$ cat src/rtl/load_store_unit.sv
// Memory-stage load/store unit: lane extraction and extension for loads, direct word stores,
// and a two-cycle read-modify-write for byte/halfword stores into a word-only data memory.
module load_store_unit #(
    parameter int MEM_WORDS = 1024
) (
    input  logic        clk,
    input  logic        reset,
    input  logic        req_valid,
    input  logic        req_write,
    input  logic [1:0]  req_size,
    input  logic        req_unsigned,
    input  logic [31:0] req_addr,
    input  logic [31:0] req_wdata,
    output logic        stall,
    output logic        load_valid,
    output logic [31:0] load_data,
    output logic        misalign_err,
    output logic        err_sticky,
    output logic        in_range,
    output logic        mem_read,
    output logic        mem_write,
    output logic [31:0] mem_addr,
    output logic [31:0] mem_wdata,
    input  logic [31:0] mem_rdata,
    output logic        state_dbg
);

    typedef enum logic {
        IDLE   = 1'b0,
        RMW_WR = 1'b1
    } state_t;

    state_t      state;
    logic [31:0] rmw_addr;
    logic [31:0] rmw_data;

    logic        misaligned;
    logic [31:0] word_addr;
    logic [7:0]  byte_sel;
    logic [15:0] half_sel;
    logic [31:0] lane_val;
    logic [31:0] merged;

    always_comb begin
        case (req_size)
            2'd0:    misaligned = 1'b0;
            2'd1:    misaligned = req_addr[0];
            2'd2:    misaligned = |req_addr[1:0];
            default: misaligned = 1'b1;
        endcase
    end

    assign word_addr = {req_addr[31:2], 2'b00};
    assign byte_sel  = mem_rdata[{req_addr[1:0], 3'b000} +: 8];
    assign half_sel  = mem_rdata[{req_addr[1], 4'b0000} +: 16];
    assign in_range  = {2'b00, req_addr[31:2]} < 32'(MEM_WORDS);
    assign state_dbg = (state == RMW_WR);

    always_comb begin
        case (req_size)
            2'd0:    lane_val = req_unsigned ? {24'h0, byte_sel} : {{24{byte_sel[7]}}, byte_sel};
            2'd1:    lane_val = req_unsigned ? {16'h0, half_sel} : {{16{half_sel[15]}}, half_sel};
            default: lane_val = mem_rdata;
        endcase
    end

    // Word read this cycle with only the target lane replaced by the store data.
    always_comb begin
        merged = mem_rdata;
        if (req_size == 2'd0) begin
            merged[{req_addr[1:0], 3'b000} +: 8] = req_wdata[7:0];
        end else begin
            merged[{req_addr[1], 4'b0000} +: 16] = req_wdata[15:0];
        end
    end

    always_comb begin
        stall        = 1'b0;
        load_valid   = 1'b0;
        load_data    = 32'h0;
        misalign_err = 1'b0;
        mem_read     = 1'b0;
        mem_write    = 1'b0;
        mem_addr     = 32'h0;
        mem_wdata    = 32'h0;
        if (!reset) begin
            if (state == RMW_WR) begin
                mem_write = 1'b1;
                mem_addr  = rmw_addr;
                mem_wdata = rmw_data;
            end else if (req_valid) begin
                if (misaligned) begin
                    misalign_err = 1'b1;
                end else if (!req_write) begin
                    mem_read   = 1'b1;
                    mem_addr   = word_addr;
                    load_valid = 1'b1;
                    load_data  = lane_val;
                end else if (req_size == 2'd2) begin
                    mem_write = 1'b1;
                    mem_addr  = word_addr;
                    mem_wdata = req_wdata;
                end else begin
                    mem_read = 1'b1;
                    mem_addr = word_addr;
                    stall    = 1'b1;
                end
            end
        end
    end

    always_ff @(posedge clk) begin
        if (reset) begin
            state      <= IDLE;
            err_sticky <= 1'b0;
            rmw_addr   <= 32'h0;
            rmw_data   <= 32'h0;
        end else begin
            if (misalign_err) begin
                err_sticky <= 1'b1;
            end
            case (state)
                IDLE: begin
                    // stall is raised only for an aligned sub-word store
                    if (stall) begin
                        rmw_addr <= word_addr;
                        rmw_data <= merged;
                        state    <= RMW_WR;
                    end
                end
                default: state <= IDLE;
            endcase
        end
    end

endmodule

$ cat config.mk
export PLATFORM = sky130hd
export DESIGN_NAME = load_store_unit
export DESIGN_NICKNAME = d
export VERILOG_FILES = /design/src/rtl/load_store_unit.sv
export SDC_FILE = /design/constraint.sdc
export NUM_CORES = 1
export LEC_CHECK = 0
export CELL_PAD_IN_SITES_DETAIL_PLACEMENT = 0
export CELL_PAD_IN_SITES_GLOBAL_PLACEMENT = 1
export CORE_MARGIN = 2
export CORE_UTILIZATION = 26
export DETAILED_ROUTE_END_ITERATION = 8
export PLACE_DENSITY_LB_ADDON = 0.1
export SLEW_MARGIN = 40
export SYNTH_ARGS = -nofsm -noshare
export SYNTH_HDL_FRONTEND = slang
export SYNTH_SLANG_ARGS = --single-unit
$ cat constraint.sdc
create_clock -name clk -period 2.2 [get_ports clk]
set_input_delay 0.44 -clock clk [delete_from_list [all_inputs] [get_ports clk]]
set_output_delay 0.44 -clock clk [all_outputs]
set_load 0.02 [all_outputs]
# Yosys cells after proc, flatten, opt, wreduce, memory -nomap -nowiden
# Cells that the tools add are included.
# word_totals
wordCells	69
input_bits	103
output_inout_bits	104
reg_bits	64
# classes
bitwise_logic	1
addsub	2
n_eq_ne	2
mux	49
shift	6
n_reduce_logical	4
n_lt_le_gt_ge	1
# ops
op	count
$mux W32	18
$bwmux W32	2
$pmux W32 S2	1
$shift A16 B7 Y32 const A	1
$shift A8 B7 Y32 const A	1
$shiftx A16 B7 Y32	1
$shiftx A32 B6 Y16	1
$shiftx A32 B6 Y8	1
$shiftx A8 B7 Y32	1
$lt A30 B11 Y1 const B	1
$mux W1	27
$neg A5 Y7	2
$reduce_or A2 Y1	2
$pmux W1 S3	1
$eq A2 B1 Y1 const B	1
$eq A2 B2 Y1 const B	1
$logic_not A2 Y1	1
$reduce_and A2 Y1	1
$not A1 Y1	1

# Depth between registers and ports, before layout
# logic_depth
word_depth	8
ltp_mapped	10
ltp_nobuf	8

# Worst setup path before layout
# No wires, ideal clock.
# synth_timing
kind	input port to output port
startpoint	input port req_addr[1]
endpoint	output port load_data[10]
path_buffers	2
setup_slack_ps	-527
path_stages	8
t_arrival_ps	2287
path_cell_list	clkbuf_1 > inv_1 > ha_1 > nor2b_1 > nor3_2 > nand2_1 > clkbuf_1 > a221oi_1
# synth_via
elab_chain_len	8
# synth_rtl
element	line_no	text
start: declaration	12	input logic [31:0] req_addr,
$shiftx A32 B6 Y16 or $shiftx A32 B6 Y8 (tied branches)	55, 54	
$mux W32, on equally long branches	62, 61	
$pmux W32 S2	60	case (req_size)
$mux W32	94	end else if (!req_write) begin
$mux W32 (*)	92	if (misaligned) begin
$mux W32 (*)	91	end else if (req_valid) begin
$mux W32 (*)	87	if (state == RMW_WR) begin
$mux W32 (*)	86	if (!reset) begin
end: declaration	16	output logic [31:0] load_data,
# Every way passes the cells marked *; elsewhere a longest branch is shown, timed or not.

# Worst setup path in the final report
# layout_timing
startpoint	input port reset
endpoint	output port load_data[13]
# layout_via
elab_chain_len	1
# layout_rtl
element	line_no	text
start: declaration	7	input logic reset,
$mux W32	86	
# No other way between the ends.

==> results.md <==
- CTS clk-pin slew, worst paths: 0.06 ns
- Final worst slack: -0.276 ns
- Router iterations before antenna repair: 5
- Fillers: 1,583
- Share of post-route cells with drive strength above 1: 0.465
- Gr usage total: 0.228
- Antenna cell count: 0
- HP Class: reg2reg
- Syn Area/Cell: 7.63 um2
- Via density: 5.19
- Critical path class: in2out
- Cells after Synth: 577
- Final Hold Fails: 0
- Crit path max fanout: 7
- Setup violators final: 64
- Sequential area share after synthesis: 0.291
- Cell Pwr Density: 411 nW/um2
- XOR/XNOR Fraction of Synth Area: 0
- Cell area after synthesis: 4400 um2
- Post-DP HPWL: 14.8 mm
- Seq pwr share: 0.329
- Root Buffer: clkbuf_16
- Port-buffer cells: 204
- Largest net degree at the start of global routing: 63
- Worst reg2reg setup slack: 0.01 ns
- IO Pins: 207
- Skew-Pair Late Insertion Delay: 0.34 ns
- Initial DRC count: 280
- Hold slack: 0.458 ns
- Synthesis-to-finish area growth: 105%
- Worst EP arrival: 2.04 ns
- RSZ-0062 raised after global routing: yes
- CP endpoint kind: primary output
- Leak Pwr: 0.00384 uW
- Max Fclk: 0.404 GHz
- Final core utilization: 0.543
- Peak supply drop: 0.376 mV
- Tmin final: 2.48 ns
- Final Net Count: 1,011
- Yosys reg bits: 64
- Initial Util: 0.265
- Die Area: 18,000 um2
- Worst Path Required: 1.76 ns
- Site row count: 47
- NetSw: 1130 uW
- Clock sinks: 64
- Power share of the combinational group: 0.303
- Clock H-tree levels: 3
- Antenna viol nets, final: 0
- Die height: 134 um
- First-pass GRT wire length: 31.9 mm
- Place WS: -0.953 ns
- Failing checks: setup timing
- Total number of vias: 5,850
- Tightest Pin Transition: 0.748 ns
- Fin. max-slew vios: 0
- CORE AREA: 16,600 um2
- Crit path largest cell delay: 0.40 ns
- Int Pwr: 2570 uW
- Clock power frac: 0.368
- Run status: complete, but fails checks
- Clk_skew: 0.00784 ns
- CTS Buf Count: 9
- Dpl cell area: 7780 um2
- Largest family of logic cells by synthesized area: compound AO/OA/AOI/OAI gates
- Slowest CP cell: or3b_4
- Vias in the first global route: 5,647
- Horiz. Die Dim: 134 um
- Synth Area in Adders: 0.0142
- DRC viols: 0
- Switching portion of total power: 0.306
- Placer congestion estimate: 0.861
- GR Overflow Total: 0
- Compound-cell area share of the yosys netlist: 0.325
- Rel. slew slack: 0.501
- Clock Path Buffers: 2
- Mux cell area share after synthesis: 0.126
- WL per Instance: 19.1 um
- Yosys warns: 0
- Initial antenna violation count: 0
- DRT Wirelength: 21.5 mm
- Crit path cell chain: dlygate4sd2_1 > or3b_4 > nor3_4 > nand2_4 > buf_12 > a221oi_4 > buf_6
- Setup TNS: -11.27 ns
- Max-cap violations: 0
- Final instance area: 9010 um2
- Worst setup SP type: primary input
- Fin crit share: 1.13
- CTS tree: yes
- Yosys cell types: 42
- Hold-fix buffers, CTS: 0
- Simple logic cell fraction of the synthesized area: 0.167
## area by class of cell
type / instances / area, um2 / area share
clock buffers: 10 / 239 / 0.0265
clock inverters: 6 / 43.8 / 0.00486
inverters: 20 / 90.1 / 0.0100
multi-input cells: 436 / 3420 / 0.380
flip-flops and latches: 64 / 1280 / 0.143
well taps: 220 / 275 / 0.0306
repair buffers: 372 / 3650 / 0.406
## layout by cell type (no fill, tap or decap), types with 15 or more instances in the layout
| cell | instances |
|---|---|
| clkdlybuf4s50_1 | 93 |
| nor2_2 | 23 |
| a221oi_1 | 28 |
| o21ai_0 | 34 |
| mux2i_1 | 48 |
| buf_4 | 176 |
| nor2_1 | 43 |
| a32o_2 | 25 |
| o21ai_1 | 27 |
| inv_1 | 15 |
| nand2_1 | 82 |
| dfxtp_1 | 63 |
| buf_6 | 63 |
## through the flow
step | std cells | total power (uW)
after floorplan | 578 | 1630
after global placement | 1082 | 2200
after detailed placement | 1082 | 2210
after CTS | 1116 | 3660
after global routing | 1128 | 3880
final | 1128 | 3700
## layer usage
layer,share of wire,GRT usage
met1,0.46,0.317
met2,0.47,0.363
met3,0.055,0.0412
met4,0.018,0.0632
met5,0,0
## sequential cells by signal, summed over array words and instances, names as in the netlist
register / count
rmw_addr: 30
state_dbg: 1
rmw_data: 32
err_sticky: 1
## cell families after synthesis
kind of cell,count (synthesis)
adder cells (fa/ha/maj),5
AND/OR/NAND/NOR,176
flip-flops,64
multiplexers,54
buffers and inverters,78
other,1
AO/OA/AOI/OAI,199
## power by group through the flow
stage          Combinational (uW)  Sequential [uW]  Clock [uW]
3_3_place_gp                  954             1240           0
4_1_cts                      1050             1220        1400
5_1_grt                      1190             1220        1470
3_5_place_dp                  964             1240           0
6_report                     1120             1220        1360
2_1_floorplan                 387             1240           0
## worst max-delay path, delay by kind of cell
kind | cells | cell delay [ns]
buf+inv | 3 | 0.60
compound gates | 1 | 0.24
simple gates | 3 | 0.74
## path summary, 6_finish.rpt
check | depth (start not counted) | start | endpoint
setup / recovery | 7 | reset | load_data[13]
hold / removal | 2 | rmw_addr[31] | rmw_addr[31]
setup reg to reg | 9 | state_dbg | rmw_data[10]
hold reg to reg | 2 | rmw_addr[31] | rmw_addr[31]
## synthesized netlist by cell type, drive strengths merged
master  count  area, um2
a2111o      1       11.3
a211oi     16        120
a21o        1       7.51
a21oi       9       45.0
a221oi     41        359
a22oi       5       37.5
a31o       16        140
a32o       30        300
and3        1       6.26
and3b       1       8.76
and4b       1       10.0
buf        16       98.8
clkbuf     42        158
conb        1       3.75
dfxtp      64       1280
ha          5       62.6
inv        20       75.1
mux2        2       22.5
mux2i      51        510
mux4        1       22.5
nand2      83        312
nand2b      1       6.26
nand3       1       5.00
nand3b      3       22.5
nor2       71        267
nor2b       2       12.5
nor3        2       15.0
nor4        6       37.5
nor4bb      1       10.0
o21a        2       15.0
o21ai      74        370
o22ai       4       25.0
or2         1       6.26
or3         1       6.26
or3b        1       11.3
## timing repair
action | CTS | global route
pin swaps | 14 | 18
setup endpoints to repair | 163 | 128
endpoints found under the hold margin | 0 | 0
buffers inserted | 10 | 14
gates resized for setup | 591 | 130
cloned | 8 | 3
(Power assumes the default switching activity.)
==> patch 1: new RTL, config.mk and constraints unchanged <==
Make the reset (`reset`) asynchronous in one clocked block.
--- a/src/rtl/load_store_unit.sv
+++ b/src/rtl/load_store_unit.sv
@@ -111,3 +111,3 @@
 
-    always_ff @(posedge clk) begin
+    always_ff @(posedge clk or posedge reset) begin
         if (reset) begin
Formal check against the unedited RTL: differs if reset is asserted again (counterexample within 4 cycles, from zero or initial values and one cycle with reset high); with reset held inactive, the same outputs for 4 cycles.
==> patch 1 against the original RTL <==
The flow still finishes with violations (negative setup slack). Clock skew hardly changed. Area after synthesis grew 12%. Wire length up 9.3%. First-iteration DRC count up 35%. Sequential cell count unchanged. Total power rose by 30%. Worst setup slack worse by 0.32 ns. Final area rose by 9.3%. Largest cell class unchanged. Largest power group unchanged. Highest routed layer unchanged.
==> patch 1: results (changes against the original RTL) <==
DRT iter0 DRCs -> 379 (+35%)
Post-synthesis compound-gate area fraction -> 0.238 (-0.0874)
Invs w/o clock -> 19 (-5.0%)
Worst Path Arrival -> 2.36 ns (+0.32 ns)
GRT Total Usage -> 0.221 (-0.00667)
GR met3 Demand/Resource -> 0.0388 (-0.00238)
Dpl cells -> 1,157 (+6.9%)
Netlist cell types -> 47 (+12%)
Post-synth ARST share -> 1.00 (+1.00)
Post-synth top flop -> dfrtp_1
Hold path start -> err_sticky
Switching share of power -> 0.309 (+0.00288)
Met2 global-route usage -> 0.351 (-0.0117)
Mapped Cells -> 636 (+10%)
Peak per-stage delay on the critical path -> 0.47 ns (+0.07 ns)
Metal3 WL -> 1360 um (+14%)
Multiplexer share of the synthesized area -> 0.0762 (-0.0500)
Vias -> 6,165 (+5.4%)
Most frequent cells after synthesis -> nand2_1 (145), nor2_1 (81), dfrtp_1 (64)
Non-clock buffers -> 376 (+1.1%)
Max VDD drop -> 371 uV (-1.3%)
Hold EP -> err_sticky
Final setup fails -> 98 (+53%)
Met2 wire length -> 11,000 um (+9.6%)
Run status -> finished, violations left
Flip-flop and latch area -> 1610 um2 (+25%)
Routability cong. -> 0.907 (+5.4%)
Layout cell share with drive strength beyond 1 -> 0.450 (-0.0145)
Slew margin rel. -> 0.507 (+0.00560)
Wirelength per Cell -> 19.5 um (+2.0%)
Setup ws final -> -0.597 ns (-0.321 ns)
Clk tree area frac -> 0.0360 (+0.00459)
WL met1 -> 10,700 um (+7.9%)
Met1 GRT Util -> 0.308 (-0.00903)
Multi-input gate count -> 500 (+15%)
Leak Pwr -> 4.27 nW (+11%)
RR Startpoint -> state_dbg
Hold depth -> 1 (-1)
Seq pwr -> 0.00160 W (+31%)
Layout Skew -> 0.00803 ns (+0.000185 ns)
Post-Synth Adder-Cell Area -> 0.0127 (-0.00151)
Failing checks -> negative setup slack
Layout Nets -> 1,078 (+6.6%)
## patch 1: through the flow
| stage | cell area (um2) | power, W | worst slack [ns] | hold slack (ns) |
|---|---|---|---|---|
| final | 9840 | 0.00479 | -0.597 | 0.478 |
| after CTS | 9310 | 0.00472 | -0.592 | 0.479 |
| after floorplan | 5450 | 0.00223 | -0.218 | 0.445 |
| after global placement | 8570 | 0.00288 | -1.12 | 0.458 |
| after detailed placement | 8590 | 0.00292 | -1.15 | 0.461 |
| after global routing | 9840 | 0.00504 | -0.649 | 0.506 |
## patch 1: worst max-delay path by stage
| stage | endpoint | slack [ns] | cells after the start | start |
|---|---|---|---|---|
| after floorplan | load_data[11] | -0.22 | 10 | req_addr[1] |
| after CTS | load_data[19] | -0.59 | 7 | state_dbg |
| after detailed placement | load_data[14] | -1.15 | 7 | req_valid |
| after global placement | load_data[14] | -1.12 | 7 | req_valid |
| after global routing | load_data[16] | -0.65 | 7 | state_dbg |
| final | load_data[16] | -0.60 | 7 | state_dbg |
==> patch 2: new RTL, config.mk and constraints unchanged <==
Made on the original files. Change the parameter `MEM_WORDS` from 1024 to 512.
--- a/src/rtl/load_store_unit.sv
+++ b/src/rtl/load_store_unit.sv
@@ -3,3 +3,3 @@
 module load_store_unit #(
-    parameter int MEM_WORDS = 1024
+    parameter int MEM_WORDS = 512
 ) (
Function: changed (a bounded check fails within 4 cycles, from zero or initial values and one cycle with reset high).
==> patch 2 against the original RTL <==
The run still ends with negative setup slack left. Sequential cell count did not move. Wire length rose by 12%. Final area rose by 18%. Total power rose by 12%. Worst setup slack got worse by 0.077 ns. Sequential share of layout area fell by 2.1 points. Critical path depth rose by 1. Clock power rose by 15%. Area after synthesis rose by 0.74%.
==> patch 2: results (changes against the original RTL) <==
Max VDD drop -> 411 uV (+9.3%)
Critical Path Sink -> stall
Setup ws final -> -0.352 ns (-0.0767 ns)
Setup TNS -> -18.93 ns (-7.66 ns)
Place WS -> -1.06 ns (-0.112 ns)
Routability cong. -> 0.900 (+4.5%)
Initial DRT Pass Iterations -> 5 (unchanged)
Hold EP -> rmw_addr[22]
Initial antenna violation count -> 0 (unchanged)
Post-synth top flop -> dfxtp_1
Sequential-to-total area share from yosys stat -> 0.289 (-0.00214)
TritonCTS Buffers -> 9 (unchanged)
Wirelength per Cell -> 20.1 um (+5.2%)
Fin util -> 0.637 (+0.0935)
Final ANT Viol Nets -> 0 (unchanged)
Worst Path Arrival -> 2.11 ns (+0.07 ns)
Hold path start -> req_addr[22]
Post-Synth Adder-Cell Area -> 0.0141 (-0.000104)
Worst flop-to-flop path endpoint -> rmw_data[28]
CP Max Fanout -> 3 (-4)
First-pass GRT wire length -> 34,300 um (+7.3%)
Switching share of power -> 0.302 (-0.00481)
Mapped Cells -> 583 (+1.0%)
Clk buf depth -> 2 (unchanged)
Worst skew pair latency -> 0.32 ns (-0.02 ns)
FILL cells -> 1,380 (-13%)
Antenna diode count -> 0 (unchanged)
Final setup fails -> 134 (+110%)
R2r setup slk -> -0.32 ns (-0.33 ns)
Leak Pwr -> 4.56 nW (+19%)
Layout cell share with drive strength beyond 1 -> 0.529 (+0.0639)
Xor/xnor share of the synthesized area -> 0 (unchanged)
Ranking of synthesized cells by area -> dfxtp_1 (29%), mux2i_1 (11%), a221oi_1 (7.9%), a32o_1 (6.8%), nor2_1 (6.7%)
Netlist cell types -> 44 (+4.8%)
Multiplexer share of the synthesized area -> 0.121 (-0.00544)
Post-placement cell area -> 8220 um2 (+5.6%)
Final HPWL DP -> 16,000 um (+8.5%)
Post-synthesis compound-gate area fraction -> 0.306 (-0.0193)
DRT iter0 DRCs -> 363 (+30%)
Layout Skew -> 0.00406 ns (-0.00379 ns)
Largest net degree at the start of global routing -> 41 (-35%)
Critical path origin -> state_dbg
GRT Total Usage -> 0.246 (+0.0174)
Vias -> 6,261 (+7.0%)
Post-synth ARST share -> 0 (unchanged)
Hold_ws -> 0.440 ns (-0.0180 ns)
Least-Margin Pin Slew -> 0.644 ns (-0.104 ns)
Hold crit path type -> primary input to flip-flop
H-tree depth -> 3 (unchanged)
Clock transition at path regs -> 0.06 ns (about the same)
Layout Nets -> 1,079 (+6.7%)
Count of yosys warnings during synthesis -> 0 (unchanged)
FF-to-FF path depth -> 13 (+4)
Hold depth -> 3 (+1)
Failing checks -> negative setup slack
Number of global-route vias before repair -> 6,023 (+6.7%)
Run status -> finished, violations left
Layout Cells excl Fill -> 1,196 (+6.0%)
Most frequent cells after synthesis -> nor2_1 (79), nand2_1 (76), dfxtp_1 (64)
## patch 2: cell types whose count changed after synthesis, moves of 3 or more
cell and change:
nor3_1 +17, o21ai_0 -12, nor2_1 +8, a211oi_1 +7, nand2_1 -7, or3_1 +6
a22oi_1 -5, a21oi_1 -4, o22ai_1 -4, nand3b_1 -3
## patch 2: what timing repair did
item	in CTS	in global routing
gates cloned	11	11
gates resized for setup	699	197
buffers inserted	36	29
setup endpoints to repair	163	160
pin swaps	21	45
## patch 2: metal layers
metal / vias up / part of all wire / GRT usage
met1: 3034 / 0.43 / 0.324
met2: 239 / 0.50 / 0.421
met3: 32 / 0.050 / 0.0345
met4: 0 / 0.022 / 0.0661
met5: - / 0 / 0
li1: 2956 / - / -
## patch 2: layout make-up
cell class / count / area share
timing repair buffer: 436 / 0.442
multi-input combinational: 441 / 0.372
sequential: 64 / 0.121
tap: 220 / 0.0260
clock buffer: 9 / 0.0213
clock inverter: 7 / 0.00968
inverter: 19 / 0.00791
## patch 2: power by group through the flow
stage          Combinational [W]  Sequential [W]  Clock, W
3_5_place_dp             0.00106         0.00124         0
6_report                 0.00135         0.00122   0.00156
5_1_grt                  0.00142         0.00122   0.00165
3_3_place_gp             0.00105         0.00124         0
2_1_floorplan           0.000454         0.00124         0
4_1_cts                  0.00122         0.00122   0.00162
## patch 2: logic make-up after synthesis
family                   after synthesis
AND/OR/NAND/NOR                      200
AO/OA/AOI/OAI                        182
buffers and inverters                 79
flip-flops                            64
multiplexers                          52
adder cells (fa/ha/maj)                5
other                                  1
## patch 2: worst max-delay path, cell delays in order (launching register included)
cell	delay [ns]
dfxtp_4	0.33
or3b_4	0.41
buf_4	0.15
buf_6	0.11
buf_6	0.11
a2111o_1	0.34
buf_12	0.16
inv_8	0.05
buf_6	0.11
